[src/rtl/ysyx_25040111_fetch_ctrl.sv]
// ysyx_25040111_fetch_ctrl: instruction-fetch sequencer for a single-issue core.
// Takes a PC, issues one AXI4-Lite read, holds the instruction for decode until
// execute reports completion, then pulses pc_ready to commit the next PC.
// Optional feature macro: FETCH_TIMEOUT_EN (bus-wait watchdog, fault cause 11).
module ysyx_25040111_fetch_ctrl #(
    parameter int unsigned TIMEOUT_CYCLES = 255
) (
    input  logic        clk,
    input  logic        reset,
    input  logic [31:0] pc,
    input  logic        pc_valid,
    output logic        pc_ready,
    output logic [31:0] araddr,
    output logic        arvalid,
    input  logic        arready,
    input  logic [31:0] rdata,
    input  logic [1:0]  rresp,
    input  logic        rvalid,
    output logic        rready,
    output logic [31:0] inst,
    output logic [31:0] inst_pc,
    output logic        inst_valid,
    input  logic        exec_done,
    output logic        busy,
    output logic        fetch_err,
    output logic [1:0]  err_cause
);

    typedef enum logic [2:0] {
        S_IDLE   = 3'd0,
        S_ADDR   = 3'd1,
        S_DATA   = 3'd2,
        S_EXEC   = 3'd3,
        S_COMMIT = 3'd4,
        S_HALT   = 3'd5
    } state_e;

    localparam logic [1:0] CAUSE_BUS     = 2'b01;
    localparam logic [1:0] CAUSE_ALIGN   = 2'b10;
    localparam logic [1:0] CAUSE_TIMEOUT = 2'b11;

    state_e      state_q, state_d;
    logic [31:0] addr_q, addr_d;
    logic [31:0] inst_q, inst_d;
    logic [1:0]  cause_q, cause_d;
    logic        timeout_hit;

`ifdef FETCH_TIMEOUT_EN
    localparam logic [7:0] TO_LIMIT = 8'(TIMEOUT_CYCLES);

    logic [7:0] wait_cnt_q, wait_cnt_d;

    // Bus-wait counter: zero outside the bus phases, so it is clear on entry to ADDR.
    always_comb begin
        wait_cnt_d = 8'd0;
        if (state_q == S_ADDR || state_q == S_DATA) begin
            wait_cnt_d = wait_cnt_q + 8'd1;
        end
    end

    // Watchdog register.
    always_ff @(posedge clk) begin
        if (!reset) begin
            wait_cnt_q <= 8'd0;
        end else begin
            wait_cnt_q <= wait_cnt_d;
        end
    end

    // Fires on the cycle whose increment would reach the limit.
    assign timeout_hit = (state_q == S_ADDR || state_q == S_DATA) &&
                         (wait_cnt_d == TO_LIMIT);
`else
    // Without the watchdog the limit has no effect; the term is constant zero.
    assign timeout_hit = 1'b0 & (TIMEOUT_CYCLES != 0);
`endif

    // State register.
    always_ff @(posedge clk) begin
        if (!reset) begin
            state_q <= S_IDLE;
        end else begin
            state_q <= state_d;
        end
    end

    // Next-state and latched-data computation; a handshake wins over the watchdog.
    always_comb begin
        state_d = state_q;
        addr_d  = addr_q;
        inst_d  = inst_q;
        cause_d = cause_q;
        case (state_q)
            S_IDLE: begin
                if (pc_valid) begin
                    addr_d = pc;
                    if (pc[1:0] != 2'b00) begin
                        state_d = S_HALT;
                        cause_d = CAUSE_ALIGN;
                    end else begin
                        state_d = S_ADDR;
                    end
                end
            end
            S_ADDR: begin
                if (arready) begin
                    state_d = S_DATA;
                end else if (timeout_hit) begin
                    state_d = S_HALT;
                    cause_d = CAUSE_TIMEOUT;
                end
            end
            S_DATA: begin
                if (rvalid) begin
                    if (rresp != 2'b00) begin
                        state_d = S_HALT;
                        cause_d = CAUSE_BUS;
                    end else begin
                        inst_d  = rdata;
                        state_d = S_EXEC;
                    end
                end else if (timeout_hit) begin
                    state_d = S_HALT;
                    cause_d = CAUSE_TIMEOUT;
                end
            end
            S_EXEC: begin
                if (exec_done) begin
                    state_d = S_COMMIT;
                end
            end
            S_COMMIT: state_d = S_IDLE;
            S_HALT:   state_d = S_HALT;
            default:  state_d = S_IDLE;
        endcase
    end

    // Address, instruction and fault-cause registers.
    always_ff @(posedge clk) begin
        if (!reset) begin
            addr_q  <= 32'd0;
            inst_q  <= 32'd0;
            cause_q <= 2'b00;
        end else begin
            addr_q  <= addr_d;
            inst_q  <= inst_d;
            cause_q <= cause_d;
        end
    end

    // Control outputs decoded purely from the registered state.
    always_comb begin
        arvalid    = (state_q == S_ADDR);
        rready     = (state_q == S_DATA);
        inst_valid = (state_q == S_EXEC);
        pc_ready   = (state_q == S_COMMIT);
        fetch_err  = (state_q == S_HALT);
        busy       = (state_q != S_IDLE);
    end

    assign araddr    = addr_q;
    assign inst_pc   = addr_q;
    assign inst      = inst_q;
    assign err_cause = cause_q;

endmodule

[config.mk]
export PLATFORM = sky130hd
export DESIGN_NAME = ysyx_25040111_fetch_ctrl
export DESIGN_NICKNAME = d
export VERILOG_FILES = /design/src/rtl/ysyx_25040111_fetch_ctrl.sv
export SDC_FILE = /design/constraint.sdc
export NUM_CORES = 1
export LEC_CHECK = 0
export ABC_CLOCK_PERIOD_IN_PS = 4150
export BUFFER_PORTS_ARGS = -buffer_cell sky130_fd_sc_hd__clkbuf_2
export CAP_MARGIN = 20
export CORE_UTILIZATION = 49
export CTS_BUF_LIST = sky130_fd_sc_hd__clkbuf_8
export DETAILED_ROUTE_END_ITERATION = 10
export PLACE_DENSITY = 0.88
export SLEW_MARGIN = 20
export SYNTH_ARGS = -nofsm -noshare
export SYNTH_HDL_FRONTEND = slang
export SYNTH_SLANG_ARGS = --single-unit
[constraint.sdc]
create_clock -name clk -period 4.15 [get_ports clk]
set_clock_uncertainty 0.05 [all_clocks]
set_input_delay 0.6225 -clock clk [delete_from_list [all_inputs] [get_ports clk]]
set_output_delay 0.6225 -clock clk [all_outputs]
set_load 0.1 [all_outputs]
**After elaboration in Yosys (flattened, before gate mapping)**

Cells that the tools add are included.
Widths: inputs -> output; s select.

- Logic and storage cells: 37
- Output and inout bits: 104
- Input port bits: 72
- Register bits after elaboration: 69

- Multiplexer cells: 12
- Reductions and logical operators: 9
- Equal/unequal tests: 11
- Bitwise gates (word level): 1

Operator list:

| cell | number |
|---|---|
| $mux 3 | 6 |
| $pmux 3 s5 | 1 |
| $mux 2 | 4 |
| $eq 3x2->1 const B | 2 |
| $eq 3x3->1 const B | 2 |
| $ne 2x1->1 const B | 3 |
| $ne 2x2->1 const B | 3 |
| $reduce_bool 2->1 | 3 |
| $reduce_and 5->1 | 1 |
| $pmux 2 s2 | 1 |
| $reduce_and 4->1 | 1 |
| $eq 3x1->1 const B | 1 |
| $logic_not 3->1 | 1 |
| $reduce_and 3->1 | 1 |
| $reduce_bool 3->1 | 1 |
| $reduce_and 2->1 | 1 |
| $not 1->1 | 1 |

**Logic depth before layout (Yosys ltp)**

Gate-level depths: netlist (run 1).

- Depth after elaboration: 4
- Mapped depth: 7
- Mapped depth without buffers: 4

**Least setup slack after synthesis (run 1)**

Ideal clock, no wire load.

- Path type: reg-to-output
- From: register state_q[1]
- To: output port arvalid
- Path slack: 0.658 ns
- Data arrival time: 2.819 ns
- Required time: 3.477 ns
- Buffers on the path: 2
- Stages on the path, launching flop included: 4
- Cell sequence: dfxtp_1 > buf_2 > buf_2 > nor3b_1

- Word-level cells in the longest chain between the ends: 1

Ends and longest elaborated chain:

| item | RTL line | source |
|---|---|---|
| start: declaration | 42 | `state_e state_q, state_d;` |
| start signal: assignment | 83 | `state_q <= state_d;` |
| $eq 3x1->1 | 153 | `arvalid = (state_q == S_ADDR);` |
| end: declaration | 14 | `output logic arvalid,` |

No other way between the ends.

**Worst setup path after layout (run 1)**

- From: register state_q[0]
- To: output port fetch_err

- Word-level cells in the longest chain between the ends: 1

Ends and longest elaborated chain:

| item | RTL line | source |
|---|---|---|
| $eq 3x3->1 | 157 | `fetch_err = (state_q == S_HALT);` |
| end: declaration | 25 | `output logic fetch_err,` |

No other way between the ends.

==> results by group, run 1 <==
Clocking
  • Clock latency on the worst-skew pair: between 0.3 and 0.4 ns
  • CTS root buf: clkbuf_8
  • Post-CTS Resized: 0
  • Cts hold-fix bufs: 0
  • Clock transition at the registers of the reported paths: about 0.07 ns
  • Max clock buf depth: 2
  • TritonCTS clock tree: built
  • Post-CTS setup buffers: 0
  • TritonCTS Buffers: 9
  • Clock Sinks: 69
  • H-Tree Depth: 3

Power
  • Sw frac: 55.5%
  • Sequential share of power: 27.1%
  • Power Density: 792 mW/mm^2
  • Max VDD drop: 0.000635 V
  • Sw Pwr: about 1.7 mW
  • PnR Total Power: between 3 and 4 mW
  • Logic gate share of total power: 52.1%
  • Clock group share of total power: 20.8%
  • Pint: 1.37 mW
  • Leak: 1.86 nW

STA
  • FMAX: 0.405 GHz
  • Min Clock Period, post-route: 2.47 ns
  • Fin crit share: slightly below 60%
  • Max Slew Vio Count: 0
  • Final Hold Vio Count: 0
  • Unrepaired setup endpoints after global routing: no
  • Setup-failing EPs final: 0
  • Rel. slew slack: 28.4%
  • Worst slew pin tran: 1.07 ns
  • Sum Neg Setup Slack: 0 ns

GRT
  • First-pass GRT wire length: 9910 um
  • Initial antenna violation count: 0
  • Largest net degree at the start of global routing: 65
  • Number of global-route vias before repair: 2,378
  • All-layer global routing usage: 19.7%
  • GRT overflow: 0

Cells and area
  • Nets: about 560
  • Commonest non-fill, non-tap cells in the layout: 174 x clkbuf_2, 102 x nand2_1, 69 x dfxtp_1
  • Synthesis-to-layout area growth: 26.6%
  • Final core occ: 65.2%
  • Most common cell after layout, fill and taps aside: clkbuf_2
  • Layout cells sized above 1: 46.1%
  • Fin cells: 570
  • Antenna diode count: 0

Synthesis
  • Synthesized area per cell: ~8.5 sq um
  • Yosys warning count: 0
  • Syn Std Cell Area: between 0.003 and 0.004 sq mm
  • Synth Instances: 363
  • Yosys reg bits: slightly below 70
  • Synth Net Count: ~440
  • Cell variety after synth: 33
  • Sequential area share after synthesis: around 45%

Drt
  • Post-detailed-route count of antenna-violating nets: 0
  • Post-Route WL: 6750 um
  • DRC Markers: 0
  • Avg Vias per Cell: 4.89
  • Drt first pass iters: 4
  • Drt initial violations: 61
  • WL/cell: 11.8 um
  • Via count: 2,786

Place
  • # placed instances: between 500 and 600
  • I/O Buffers: about 180
  • Dpl hpwl: 4990 um
  • RePlAce Congestion: 0.836

Critical path
  • CP max FO: 13
  • Startpoint types: register
  • Worst path required time: 3.48 ns
  • CP Capture Type: primary output
  • Crit Path Category: reg -> out
  • CP arrival: 1.80 ns

Die
  • I/O Pins: around 180
  • Starting density of the core: 51.5%
  • Die Span X: 81.3 um
  • # rows: 28
  • Die area: 0.00662 sq mm
  • Die Ht: 81.3 um
  • Total core area: 0.00599 sq mm

Job
  • Max-cap violations: 0

Status
  • Run status: completed

Hold path
  • Hold Crit Class: reg -> reg
flip-flops by register name (all words and copies together), names as in the netlist:
register   cells
araddr        32
inst          32
state_q        3
err_cause      2
cell type report:
cell class | count | area, sq um
clock inverters | 7 | 115
flip-flops and latches | 69 | 1380
fillers | 526 | 2090
multi-input cells | 230 | 1290
clock buffers | 9 | 124
repair buffers | 176 | 883
well taps | 75 | 93.8
inverters | 4 | 15.0
through the flow:
stage / hold WS, ns / instance area [sq um] / setup WS, ns
finish: 0.416 / 3900 / 1.68
floorplan: 0.482 / 3080 / 0.658
global placement: 0.394 / 3660 / 2.04
detailed placement: 0.410 / 3660 / 1.93
global route: 0.428 / 3900 / 1.57
CTS: 0.420 / 3900 / 1.67
final timing paths:
path	start	end	slack [ns]	cells after the start
worst max register to register	state_q[1]$_SDFFE_PN0P_	err_cause[1]$_SDFFE_PN0P_	2.04	4
worst max-delay path	state_q[0]$_SDFFE_PN0P_	fetch_err	1.68	3
worst min register to register	inst[2]$_SDFFE_PN0P_	inst[2]$_SDFFE_PN0P_	0.42	2
worst min-delay path	inst[2]$_SDFFE_PN0P_	inst[2]$_SDFFE_PN0P_	0.42	2
worst max-delay path: stages, from the launching register on:
cell and delay [ns]:
dfxtp_1 0.63, nand2b_1 0.17, nor2_1 0.19, clkbuf_2 0.49
power by group through the flow:
stage	Sequential, mW	Clock (mW)	Combinational [mW]
2_1_floorplan	1.32	0	1.04
3_3_place_gp	0.844	0	1.60
3_5_place_dp	0.852	0	1.62
4_1_cts	0.837	0.657	1.62
5_1_grt	0.850	0.689	1.68
6_report	0.837	0.642	1.61
routing by layer:
| metal | wire, um | share of wire [%] | track usage (%) |
|---|---|---|---|
| met1 | 2700 | 40 | 19.7 |
| met2 | 3480 | 52 | 36.4 |
| met3 | 489 | 7.2 | 5.84 |
| met4 | 78 | 1.2 | 10.4 |
| met5 | 0 | 0 | 0 |
kinds of logic after synthesis:
| group | Yosys count | synth area share, % |
|---|---|---|
| and+or+nand+nor | 153 | 21.7 |
| muxes | 2 | 0.690 |
| buffers and inverters | 64 | 13.4 |
| DFF | 69 | 44.8 |
| AOI/OAI and AO/OA | 75 | 19.4 |
synthesized netlist by cell type (all sizes together):
library cell    n  area, sq um
nand2         102          383
dfxtp          69         1380
buf            50          357
o21ai          34          170
nand3          33          165
a21boi         32          353
clkbuf         10         41.3
nor2            7         28.8
inv             4         15.0
a21oi           3         15.0
and3            2         12.5
nand2b          2         12.5
nor3            2         21.3
o2bb2ai         2         17.5
a221oi          1         15.0
and2            1         6.26
mux2            1         11.3
mux2i           1         10.0
nand4           1         21.3
nor3b           1         7.51
nor4            1         6.26
o22ai           1         6.26
o31a            1         8.76
o31ai           1         12.5
or3             1         6.26
Note: power is estimated with default switching activity, not from simulation.
==> inputs of run 2 (changes only) <==
--- a/config.mk
+++ b/config.mk
@@ -5,13 +5,13 @@
 export SDC_FILE = /design/constraint.sdc
 export NUM_CORES = 1
 export LEC_CHECK = 0
-export ABC_CLOCK_PERIOD_IN_PS = 4150
+export ABC_CLOCK_PERIOD_IN_PS = 2200
 export BUFFER_PORTS_ARGS = -buffer_cell sky130_fd_sc_hd__clkbuf_2
 export CAP_MARGIN = 20
-export CORE_UTILIZATION = 49
+export CORE_UTILIZATION = 41
 export CTS_BUF_LIST = sky130_fd_sc_hd__clkbuf_8
 export DETAILED_ROUTE_END_ITERATION = 10
-export PLACE_DENSITY = 0.88
+export PLACE_DENSITY = 0.78
 export SLEW_MARGIN = 20
 export SYNTH_ARGS = -nofsm -noshare
 export SYNTH_HDL_FRONTEND = slang
==> constraint.sdc (replaced) <==
create_clock -name clk -period 2.2 [get_ports clk]
set_clock_uncertainty 0.05 [all_clocks]
set_input_delay 0.33 -clock clk [delete_from_list [all_inputs] [get_ports clk]]
set_output_delay 0.33 -clock clk [all_outputs]
set_load 0.1 [all_outputs]
==> results by group, run 2 (synthesized netlist as in run 1, its figures left out) <==
Status
  • Run status: completed

STA
  • Fin crit share: a little over nine tenths
  • FMAX: 0.476 GHz
  • PnR worst setup slack: 0.101 ns (-1.58 ns)
  • Rel. slew slack: 62.7% (+34 points)
  • Min Clock Period, post-route: around 2.1 ns
  • Unrepaired setup endpoints after global routing: no
  • Worst slew pin tran: 0.562 ns (-0.510 ns)
  • Final Hold Vio Count: 0 (unchanged)
  • Setup-failing EPs final: 0 (unchanged)
  • Max Slew Vio Count: 0 (unchanged)

Cells and area
  • # fillers: 685 (+30%)
  • Multi-input gate area: 0.00130 sq mm (+0.87%)
  • Most common cell after layout, fill and taps aside: clkbuf_2
  • Storage cell area: 0.00138 sq mm (+0.18%)
  • Nets: 565 (+0.53%)
  • Antenna diode count: 0 (unchanged)
  • Commonest non-fill, non-tap cells in the layout: 173 x clkbuf_2, 102 x nand2_1, 67 x dfxtp_1
  • Synthesis-to-layout area growth: 28.0%
  • Fin cells: 597 (+4.7%)
  • Layout cells sized above 1: 47.2% (+1.1 points)

Die
  • Total core area: 0.00725 sq mm (+21%)
  • Die Span X: 88.7 um (+9.1%)
  • Die area: 0.00787 sq mm (+19%)
  • Die Ht: 88.7 um (+9.1%)
  • I/O Pins: 176 (unchanged)
  • Starting density of the core: 42.5% (-9.0 points)
  • # rows: 31 (+11%)

Critical path
  • CP max FO: 8 (-5)
  • Register-to-Register Path Depth: 5 (+1)
  • CP Capture Type: primary output
  • Worst path required time: 1.82 ns (-1.66 ns)
  • Register-to-Register Setup Slack: 0.55 ns (-1.49 ns)
  • CP arrival: 1.72 ns (-0.08 ns)
  • Worst R2R Start: state_q[2]$_SDFFE_PN0P_
  • Crit Path Category: reg -> out
  • Worst R2R End: inst[4]$_SDFFE_PN0P_
  • Startpoint types: register

Drt
  • Drt first pass iters: 4 (unchanged)
  • Avg Vias per Cell: 4.60 (-5.9%)
  • Drt initial violations: 43 (-30%)
  • Via count: 2,747 (-1.4%)
  • WL/cell: 11.6 um (-2.2%)
  • Post-Route WL: 6910 um (+2.5%)
  • DRC Markers: 0 (unchanged)
  • Post-detailed-route count of antenna-violating nets: 0 (unchanged)

GRT
  • Largest net degree at the start of global routing: 103 (+58%)
  • Initial antenna violation count: 0 (unchanged)
  • First-pass GRT wire length: 10,300 um (+4.2%)
  • Number of global-route vias before repair: 2,259 (-5.0%)
  • Met2 GRT Util: 28.4% (-8.0 points)
  • Met1 Usage GRT: 20.3% (+0.60 points)
  • GRT overflow: 0 (unchanged)
  • Met3 GRT Util: 5.97% (+0.13 points)
  • Global route hottest layer: met2
  • All-layer global routing usage: 17.3% (-2.5 points)

Clocking
  • Cts hold-fix bufs: 0 (unchanged)
  • Clock transition at the registers of the reported paths: 0.07 ns (about the same)
  • Clock Sinks: 69 (unchanged)
  • Max clock buf depth: 2 (unchanged)
  • Clock latency on the worst-skew pair: 0.33 ns (about the same)
  • H-Tree Depth: 3 (unchanged)
  • TritonCTS clock tree: built
  • Post-CTS setup buffers: 0 (unchanged)
  • CTS root buf: clkbuf_8
  • TritonCTS Buffers: 9 (unchanged)

Hold path
  • Hold Crit Class: in -> reg
  • Cell depth of the worst min-delay path: 3 (+1)
  • WHS Endpoint: araddr[26]$_SDFFE_PN0P_
  • Worst hold start: pc[26]

Place
  • RePlAce Congestion: 0.811 (-3.0%)
  • # placed instances: 581 (+4.9%)
  • Dpl hpwl: 4980 um (-0.25%)
  • Setup WS pre-CTS: 0.354 ns (-1.58 ns)
  • I/O Buffers: 175 (unchanged)

Power
  • Leak: 1.88 nW (+0.85%)
  • Power Density: 1430 mW/mm^2 (+81%)
  • Max VDD drop: 0.000478 V (-25%)

Job
  • Max-cap violations: 0 (unchanged)
[run 2: per-layer routing]
layer | vias to the layer above | routed length (um)
li1 | 1423 | -
met1 | 1190 | 3000
met2 | 125 | 3230
met3 | 9 | 580
met4 | 0 | 106
met5 | - | 0
[run 2: metrics by stage]
stage               utilization (%)  setup TNS [ns]  instance area, sq um  hold WS, ns  power, mW
floorplan                         -         -0.0116                  3100        0.413       4.48
global placement               51.8               0                  3750        0.394       4.66
detailed placement             51.8               0                  3750        0.411       4.70
CTS                            54.4               0                  3950        0.147       5.70
global route                   54.4               0                  3950        0.142       5.90
finish                         54.4               0                  3950        0.165       5.66
[run 2: worst max-delay path, stage by stage, from the launching register on]
cell      delay, ns
dfxtp_1        0.55
inv_1          0.18
nor2_2         0.18
clkbuf_2       0.48
[run 2: worst max-delay path by stage]
stage	startpoint	to	slack (ns)	depth (start not counted)
2_1_floorplan	state_q[1]$_SDFFE_PN0P_	arvalid	-0.01	3
3_3_place_gp	state_q[1]$_SDFFE_PN0P_	rready	0.43	3
3_5_place_dp	state_q[1]$_SDFFE_PN0P_	inst[3]$_SDFFE_PN0P_	0.35	4
4_1_cts	state_q[0]$_SDFFE_PN0P_	fetch_err	0.006	3
5_1_grt	state_q[2]$_SDFFE_PN0P_	pc_ready	0.008	3
6_report	state_q[2]$_SDFFE_PN0P_	fetch_err	0.10	3
[run 2: layout make-up]
type	count	share of cell area, %
Tap cell	99	3.14
Clock inverter	6	1.36
Inverter	4	0.380
Sequential cell	69	35.1
Timing Repair Buffer	179	23.6
Clock buffer	10	3.49
Multi-Input combinational cell	230	33.0
[run 2: what timing repair did]
action | in CTS | in global routing
gates cloned | 0 | 0
setup endpoints to repair | 1 | 3
gates resized for setup | 1 | 2
[run 2: power breakdown]
group          total [mW]  switching (mW)  internal [mW]
combinational        3.08            2.61          0.466
clock               0.997           0.454          0.543
sequential           1.59           0.178           1.41
==> inputs of run 3 (changes only) <==
--- a/config.mk
+++ b/config.mk
@@ -5,13 +5,15 @@
 export SDC_FILE = /design/constraint.sdc
 export NUM_CORES = 1
 export LEC_CHECK = 0
-export ABC_CLOCK_PERIOD_IN_PS = 2200
+export ABC_CLOCK_PERIOD_IN_PS = 2500
 export BUFFER_PORTS_ARGS = -buffer_cell sky130_fd_sc_hd__clkbuf_2
 export CAP_MARGIN = 20
-export CORE_UTILIZATION = 41
+export CORE_UTILIZATION = 49
 export CTS_BUF_LIST = sky130_fd_sc_hd__clkbuf_8
 export DETAILED_ROUTE_END_ITERATION = 10
-export PLACE_DENSITY = 0.78
+export MAX_ROUTING_LAYER = met4
+export PLACE_DENSITY = 0.88
+export REMOVE_ABC_BUFFERS = 1
 export SLEW_MARGIN = 20
 export SYNTH_ARGS = -nofsm -noshare
 export SYNTH_HDL_FRONTEND = slang
==> constraint.sdc (replaced) <==
create_clock -name clk -period 2.5 [get_ports clk]
set_clock_uncertainty 0.05 [all_clocks]
set_input_delay 0.375 -clock clk [delete_from_list [all_inputs] [get_ports clk]]
set_output_delay 0.375 -clock clk [all_outputs]
set_load 0.1 [all_outputs]
==> results by group, run 3 (synthesized netlist as in run 1, its figures left out) <==
Hold path
  • Hold Crit Class: in -> reg
  • Cell depth of the worst min-delay path: 3 (unchanged)
  • WHS Endpoint: inst[10]$_SDFFE_PN0P_
  • Worst hold start: rdata[10]

Cells and area
  • Commonest non-fill, non-tap cells in the layout: 175 x clkbuf_2, 102 x nand2_1, 69 x dfxtp_1
  • Final core occ: 65.5% (+11 points)
  • Layout cells sized above 1: 46.3% (-0.91 points)
  • Synthesis-to-layout area growth: 27.2%
  • # fillers: 504 (-26%)
  • Most common cell after layout, fill and taps aside: clkbuf_2
  • Nets: 564 (-0.18%)
  • Antenna diode count: 0 (unchanged)

Clocking
  • CTS root buf: clkbuf_8
  • Max clock buf depth: 2 (unchanged)
  • Clock transition at the registers of the reported paths: 0.08 ns (about the same)
  • Clock latency on the worst-skew pair: 0.33 ns (about the same)
  • Cts hold-fix bufs: 0 (unchanged)
  • Post-CTS setup buffers: 0 (unchanged)
  • TritonCTS Buffers: 9 (unchanged)
  • TritonCTS clock tree: built
  • Clock Sinks: 69 (unchanged)
  • Post-CTS Resized: 0 (-1)
  • H-Tree Depth: 3 (unchanged)

GRT
  • First-pass GRT wire length: 9630 um (-6.8%)
  • GRT overflow: 0 (unchanged)
  • All-layer global routing usage: 19.4% (+2.1 points)
  • Initial antenna violation count: 0 (unchanged)
  • Largest net degree at the start of global routing: 73 (-29%)
  • Number of global-route vias before repair: 2,320 (+2.7%)

Power
  • Sequential share of power: 27.2% (-0.8 points)
  • Sw frac: 55.7% (-1.7 points)
  • Logic gate share of total power: 52.8% (-1.6 points)
  • PnR Total Power: 5.09 mW (-10%)
  • Max VDD drop: 0.00102 V (+110%)
  • Power Density: 1300 mW/mm^2 (-9.5%)
  • Clock group share of total power: 20.0% (+2.4 points)
  • Pint: 2.26 mW (-6.6%)
  • Sw Pwr: 2.83 mW (-13%)
  • Leak: 1.87 nW (-0.36%)

Drt
  • Avg Vias per Cell: 4.83 (+4.9%)
  • DRC Markers: 0 (unchanged)
  • WL/cell: 11.5 um (-0.41%)
  • Post-Route WL: 6600 um (-4.6%)
  • Via count: 2,762 (+0.55%)
  • Post-detailed-route count of antenna-violating nets: 0 (unchanged)
  • Drt first pass iters: 4 (unchanged)
  • Drt initial violations: 55 (+28%)

Critical path
  • Crit Path Category: reg -> out
  • Worst R2R Start: state_q[1]$_SDFFE_PN0P_
  • Register-to-Register Setup Slack: 0.44 ns (-0.11 ns)
  • CP Capture Type: primary output
  • CP max FO: 13 (+5)
  • Worst path required time: 2.08 ns (+0.26 ns)
  • Startpoint types: register
  • Worst R2R End: inst[18]$_SDFFE_PN0P_
  • Register-to-Register Path Depth: 3 (-2)
  • CP arrival: 1.84 ns (+0.12 ns)

STA
  • Final Hold Vio Count: 0 (unchanged)
  • FMAX: 0.442 GHz
  • Unrepaired setup endpoints after global routing: no
  • PnR worst setup slack: 0.238 ns (+0.137 ns)
  • Min Clock Period, post-route: 2.26 ns
  • Fin crit share: 90.5%
  • Rel. slew slack: 50.9% (-12 points)
  • Setup-failing EPs final: 0 (unchanged)
  • Sum Neg Setup Slack: 0 ns (unchanged)
  • Max Slew Vio Count: 0 (unchanged)
  • Worst slew pin tran: 0.734 ns (+0.172 ns)

Die
  • Die Ht: 81.3 um (-8.3%)
  • Die Span X: 81.3 um (-8.3%)
  • Die area: 0.00662 sq mm (-16%)
  • # rows: 28 (-9.7%)
  • Total core area: 0.00599 sq mm (-17%)
  • I/O Pins: 176 (unchanged)
  • Starting density of the core: 51.5% (+9.0 points)

Job
  • Max-cap violations: 0 (unchanged)

Place
  • RePlAce Congestion: 0.832 (+2.6%)
  • Dpl hpwl: 4900 um (-1.6%)
  • Setup WS pre-CTS: 0.499 ns (+0.144 ns)
  • I/O Buffers: 175 (unchanged)

Status
  • Run status: completed
[run 3: cell types whose count changed in the layout (fill, tap and decap cells not counted), moves of 2 or more]
cell / delta
buf_2: -2
clkbuf_2: +2
clkinv_2: -3
dfxtp_1: +2
dfxtp_2: -2
[run 3: layout make-up]
cell class	count	area, sq um	share of cell area [%]
inverters	4	15.0	0.383
multi-input cells	230	1290	32.9
repair buffers	178	911	23.2
clock buffers	11	151	3.86
well taps	75	93.8	2.39
clock inverters	5	81.3	2.07
flip-flops and latches	69	1380	35.2
[run 3: through the flow]
step / hold slack (ns) / cells / cell area (sq um)
after floorplan: 0.442 / 303 / 2690
final: 0.211 / 572 / 3920
after global placement: 0.393 / 556 / 3690
after detailed placement: 0.400 / 556 / 3690
after global routing: 0.205 / 572 / 3920
after CTS: 0.201 / 572 / 3920
[run 3: worst max path at each step]
stage / start / to / slack, ns / depth (start not counted)
after global placement: state_q[1]$_SDFFE_PN0P_ / inst[5]$_SDFFE_PN0P_ / 0.61 / 3
final: state_q[0]$_SDFFE_PN0P_ / fetch_err / 0.24 / 3
after CTS: state_q[0]$_SDFFE_PN0P_ / fetch_err / 0.22 / 3
after floorplan: state_q[0]$_SDFFE_PN0P_ / arvalid / -0.74 / 1
after detailed placement: state_q[1]$_SDFFE_PN0P_ / inst[18]$_SDFFE_PN0P_ / 0.50 / 3
after global routing: state_q[0]$_SDFFE_PN0P_ / fetch_err / 0.17 / 3
[run 3: worst max-delay path, cell delays in order (launching register included)]
cell and delay, ns:
dfxtp_1 0.63, nand2b_1 0.16, nor2_1 0.23, clkbuf_2 0.50
[run 3: power by group through the flow]
stage	logic, mW	registers, mW	clock network (mW)
after floorplan	0.678	2.98	0
after global placement	2.68	1.40	0
after detailed placement	2.70	1.41	0
after CTS	2.70	1.38	1.04
after global routing	2.80	1.41	1.10
final	2.69	1.38	1.02
[run 3: layer usage]
| layer | global-route usage, % | wire [um] |
|---|---|---|
| met4 | 7.50 | 72 |
| met5 | - | 0 |
| met2 | 32.8 | 3120 |
| met1 | 21.9 | 2920 |
| met3 | 4.61 | 490 |
